<file path="src/rtl/fetch_unit.sv">
// Instruction-fetch / memory-read stage: holds PC, MAR, IR and MDR and runs the
// single-outstanding memory read handshake on behalf of the multicycle control unit.
module fetch_unit #(
  parameter int unsigned ADDR_W   = 12,
  parameter int unsigned DATA_W   = 16,
  parameter int unsigned OPC_W    = 4,
  parameter int unsigned RESET_PC = 0,
  parameter int unsigned MAX_WAIT = 15
) (
  input  logic              clk,
  input  logic              reset,
  input  logic              iord,
  input  logic              pc_write,
  input  logic              pc_src,
  input  logic              mem_read,
  input  logic              ir_write,
  input  logic [ADDR_W-1:0] data_addr,
  input  logic [ADDR_W-1:0] jump_target,
  input  logic [DATA_W-1:0] mem_rdata,
  input  logic              mem_ack,
  output logic [ADDR_W-1:0] mem_addr,
  output logic              mem_req,
  output logic [ADDR_W-1:0] pc,
  output logic [DATA_W-1:0] ir,
  output logic [OPC_W-1:0]  opcode,
  output logic [DATA_W-1:0] mdr,
  output logic              busy,
  output logic              bus_err
);

  localparam int unsigned CNT_W = (MAX_WAIT > 1) ? $clog2(MAX_WAIT) : 1;
  localparam logic [CNT_W-1:0] CNT_LAST = CNT_W'(MAX_WAIT - 1);

  typedef enum logic {
    IDLE = 1'b0,
    REQ  = 1'b1
  } state_e;

  state_e            state_q;
  logic [ADDR_W-1:0] pc_q, pc_d;
  logic [ADDR_W-1:0] mem_addr_q;
  logic [DATA_W-1:0] ir_q;
  logic [DATA_W-1:0] mdr_q;
  logic [CNT_W-1:0]  cnt_q;
  logic              ir_load_q;
  logic              bus_err_q;

  // PC updates are independent of the read FSM; the MAR is already latched.
  always_comb begin
    pc_d = pc_q;
    if (pc_write) begin
      pc_d = pc_src ? jump_target : pc_q + ADDR_W'(1);
    end
  end

  always_ff @(posedge clk or negedge reset) begin
    if (!reset) begin
      state_q    <= IDLE;
      pc_q       <= ADDR_W'(RESET_PC);
      mem_addr_q <= '0;
      ir_q       <= '0;
      mdr_q      <= '0;
      cnt_q      <= '0;
      ir_load_q  <= 1'b0;
      bus_err_q  <= 1'b0;
    end else begin
      pc_q <= pc_d;
      case (state_q)
        IDLE: begin
          if (mem_read) begin
            mem_addr_q <= iord ? data_addr : pc_q;
            ir_load_q  <= ir_write;
            cnt_q      <= '0;
            state_q    <= REQ;
          end
        end
        REQ: begin
          // An ack arriving on the timeout edge still completes normally.
          if (mem_ack) begin
            mdr_q <= mem_rdata;
            if (ir_load_q) begin
              ir_q <= mem_rdata;
            end
            state_q <= IDLE;
          end else if (cnt_q == CNT_LAST) begin
            bus_err_q <= 1'b1;
            state_q   <= IDLE;
          end else begin
            cnt_q <= cnt_q + CNT_W'(1);
          end
        end
        default: state_q <= IDLE;
      endcase
    end
  end

  assign mem_addr = mem_addr_q;
  assign mem_req  = (state_q == REQ);
  assign busy     = (state_q == REQ);
  assign pc       = pc_q;
  assign ir       = ir_q;
  assign opcode   = ir_q[DATA_W-1 -: OPC_W];
  assign mdr      = mdr_q;
  assign bus_err  = bus_err_q;

endmodule

</file>
<file path="config.mk">
export PLATFORM = sky130hd
export DESIGN_NAME = fetch_unit
export DESIGN_NICKNAME = d
export VERILOG_FILES = /design/src/rtl/fetch_unit.sv
export SDC_FILE = /design/constraint.sdc
export NUM_CORES = 1
export LEC_CHECK = 0
export CAP_MARGIN = 20
export CORE_MARGIN = 3
export CORE_UTILIZATION = 40
export DETAILED_ROUTE_END_ITERATION = 6
export PLACE_DENSITY_LB_ADDON = 0.08
export REMOVE_ABC_BUFFERS = 1
export SLEW_MARGIN = 20
export SYNTH_ARGS = -nofsm -noshare
export SYNTH_HDL_FRONTEND = slang
export SYNTH_SLANG_ARGS = --single-unit
</file>
<file path="constraint.sdc">
create_clock -name clk -period 1.4 [get_ports clk]
set_clock_uncertainty 0.1 [all_clocks]
set_input_delay 0.28 -clock clk [delete_from_list [all_inputs] [get_ports clk]]
set_output_delay 0.28 -clock clk [all_outputs]
set_load 0.005 [all_outputs]
</file>
==> metrics.md <==
| Metric | Value |
|---|---|
| Status | `finished, violations left` |
| Failing checks | `setup timing` |
| Crit end category | `flip-flop` |
| Initial Util | `0.4210` |
| CP required | `between 1.5 and 2 ns` |
| Layout area overhead | `71.26%` |
| First drt pass iteration count | `4` |
| Post-synth EDFFs | `0` |
| Initial antenna violation count | `0` |
| Cell variety after synth | `37` |
| Pin count of the biggest net entering global routing | `30` |
| Maximum achievable frequency | `680.8 MHz` |
| Storage element area | `about 1600 sq um` |
| Multi-input combinational cell area | `approximately 1300 sq um` |
| Final Max Tran Viols | `0` |
| Max-cap check violation count | `0` |
| Initial DRC count | `a little over 100` |
| Most used DFF post-synth | `dfrtp_1` |
| Synth area leaders | `dfrtp_1 (54%), mux2_2 (13%), mux2i_1 (5.2%)` |
| Yosys top cell by area | `dfrtp_1` |
| Clk_lat worst skew | `0.33 ns` |
| CP max-delay cell | `or4_1` |
| Synth async-reset ratio | `1.000` |
| Die Y | `a little over 90 microns` |
| Clock Sinks | `63` |
| Die area | `8328 sq um` |
| Post-DP HPWL | `between 5000 and 6000 microns` |
| Clk buf depth | `2` |
| #FFs+latches synth | `63` |
| Final WL | `between 8000 and 9000 microns` |
| Syn Inst Count | `249` |
| Final setup viols | `3` |
| Layout cell share with drive strength beyond 1 | `0.3585` |
| Cells on worst reg2reg path | `4` |
| Remaining antenna violation count | `0` |
| FP Rows | `30` |
| Core Footprint | `approximately 7000 sq um` |
| Die Span X | `91.26 microns` |
| FF-to-FF setup slack | `-0.07 ns` |
| Drt wl/cell | `16.05 microns` |
| Vias in the first global route | `2677` |
| Critical path startpoint category | `flip-flop` |
| First-pass GRT wire length | `about 13000 microns` |
| Worst-Margin Slew | `roughly 0.35 ns` |
| Reg clk slew, reported paths | `0.08 ns` |
| Nets | `between 400 and 500` |
| Post-synthesis sequential area ratio | `0.5422` |
| Total congestion overflow | `0` |
| RSZ-0062 raised after global routing | `true` |
| Placed Cells | `476` |
| Diode count | `0` |
| CTS tree | `built` |
| Finished Layout Cells | `520` |
| CTS root buffer | `clkbuf_8` |
| Via count | `roughly 2600` |
| Worst EP arrival | `between 1.5 and 2 ns` |
| Worst R2R End | `pc[11]$_DFFE_PN0P_` |
| Netlist Area Pre-Place | `2908 sq um` |
| H-tree depth | `3` |
| Routability-driven placement congestion ratio | `about 0.76` |
| Fill count | `approximately 550` |
| Final hold slack | `a little under 0.3 ns` |
| DRC | `0` |
| Input/output buffers | `between 100 and 150` |
| Final setup margin | `-0.06876 ns` |
| All-Layer GR Usage | `0.2034` |
| Crit Path Class | `reg2reg` |
| Synth Area per Inst | `11.68 sq um` |
| CP Cell Sequence | `buf_4, nand4_4, or4_1, nand3_1` |
| Most common cell after layout, fill and taps aside | `dfrtp_1` |
| Ports | `approximately 110` |
| Most frequent cells in the layout | `dfrtp_1 (57), clkdlybuf4s50_1 (45), buf_4 (45)` |
| Num CTS Buffers | `9` |
| Synth warn | `0` |
| Final cycle utilization of the critical path | `1.049` |
| R2r startpoint | `pc[3]$_DFFE_PN0P_` |
| Power Dens Cells | `approximately 1400 nW/um^2` |
| Final Hold Fails | `0` |
| VDD IR max | `~0.00079 V` |
| Peak per-stage delay on the critical path | `~0.54 ns` |
| Slew margin rel. | `0.7635` |
| Post-route minimum period | `approximately 1.5 ns` |
| Top-area cell type share of the netlist area | `0.5422` |
| Vias per cell | `4.971` |
| Leakage | `approximately 2.3 nW` |
| Hold WC Path Type | `in2async` |
| Crit path max fanout | `6` |
-- sequential cells by signal, indices dropped and copies added (netlist names) --
name / count
pc: 12
ir: 16
busy: 1
cnt_q: 4
mdr: 16
ir_load_q: 1
bus_err: 1
mem_addr: 12
-- cells in the mapped netlist (2+ instances only) --
| cell | count |
|---|---|
| o41ai_1 | 2 |
| o21ai_0 | 19 |
| mux2_2 | 33 |
| buf_4 | 5 |
| nand4_1 | 4 |
| o41a_1 | 2 |
| buf_2 | 7 |
| o311ai_0 | 4 |
| nand3_1 | 10 |
| inv_1 | 6 |
| a21oi_1 | 12 |
| o31ai_1 | 2 |
| nor2_1 | 4 |
| ha_1 | 3 |
| and3_1 | 6 |
| nand2b_1 | 6 |
| clkbuf_1 | 5 |
| mux2i_1 | 15 |
| nand2_1 | 21 |
| nor3b_1 | 2 |
| dfrtp_1 | 63 |
| o211ai_1 | 3 |
-- area by class of cell --
class / instances / area share
clock buffer: 10 / 0.02764
clock inverter: 6 / 0.01382
inverter: 6 / 0.004523
multi-input combinational: 162 / 0.2704
sequential: 63 / 0.3181
tap: 96 / 0.02412
timing repair buffer: 177 / 0.3415
-- worst max-delay path: cells and delay by family, from the launching register on --
kind	cells	cell delay [ns]
flip-flops	1	0.37
buffers and inverters	1	0.17
AND/OR/NAND/NOR	3	0.77
-- report_power, final --
group	total, mW	internal (mW)	switching, mW
logic	2.50	1.55	0.950
registers	2.60	2.33	0.273
clock network	1.63	0.876	0.752
total	6.73	4.76	1.97
-- stage by stage --
step / area [sq um] / utilization / total power, mW / worst slack [ns] / setup TNS, ns
2_1_floorplan: 2811 / - / 3.360 / -0.1791 / -2.226
3_3_place_gp: 4383 / 0.6346 / 4.999 / -0.3254 / -11.24
3_5_place_dp: 4383 / 0.6346 / 5.061 / -0.3337 / -12.05
4_1_cts: 4797 / 0.6946 / 6.612 / -0.1077 / -0.3038
5_1_grt: 4980 / 0.7210 / 7.146 / -0.1119 / -0.5858
6_report: 4980 / 0.7210 / 6.732 / -0.06876 / -0.08555
-- layer usage --
metal / vias to the layer above / global-route usage / share of wire
li1: 1252 / - / -
met4: 0 / 0.07286 / 0.014
met1: 1247 / 0.2595 / 0.43
met2: 74 / 0.3329 / 0.50
met5: - / 0 / 0
met3: 12 / 0.05385 / 0.053
-- kinds of logic (layout without fill, tap and decap cells) --
logic type      Yosys count  in the layout  synth area share
buf+inv                  24            199           0.04088
compound gates           49             49            0.1063
fa+ha+maj                 3              3           0.01291
flops                    63             63            0.5422
mux                      48             48            0.1794
simple gates             62             62            0.1183
-- worst max-delay path by stage --
stage | startpoint | end | slack (ns) | cells past startpoint
after floorplan | busy$_DFF_PN0_ | ir_load_q$_DFFE_PN0P_ | -0.18 | 2
after global placement | pc_write | pc[11]$_DFFE_PN0P_ | -0.33 | 4
after detailed placement | pc_write | pc[11]$_DFFE_PN0P_ | -0.33 | 4
after CTS | busy$_DFF_PN0_ | busy | -0.11 | 3
after global routing | pc[3]$_DFFE_PN0P_ | pc[11]$_DFFE_PN0P_ | -0.11 | 4
final | pc[3]$_DFFE_PN0P_ | pc[11]$_DFFE_PN0P_ | -0.07 | 4
-- repair_timing --
action | 4_1_cts | 5_1_grt
pin swaps | 3 | 5
endpoints found under the hold margin | 10 | 0
hold buffers | 1 | 0
setup endpoints to repair | 74 | 65
setup buffers | 22 | 4
cloned | 0 | 2
gates resized for setup | 115 | 52
Power figures use the tool's default switching activity.
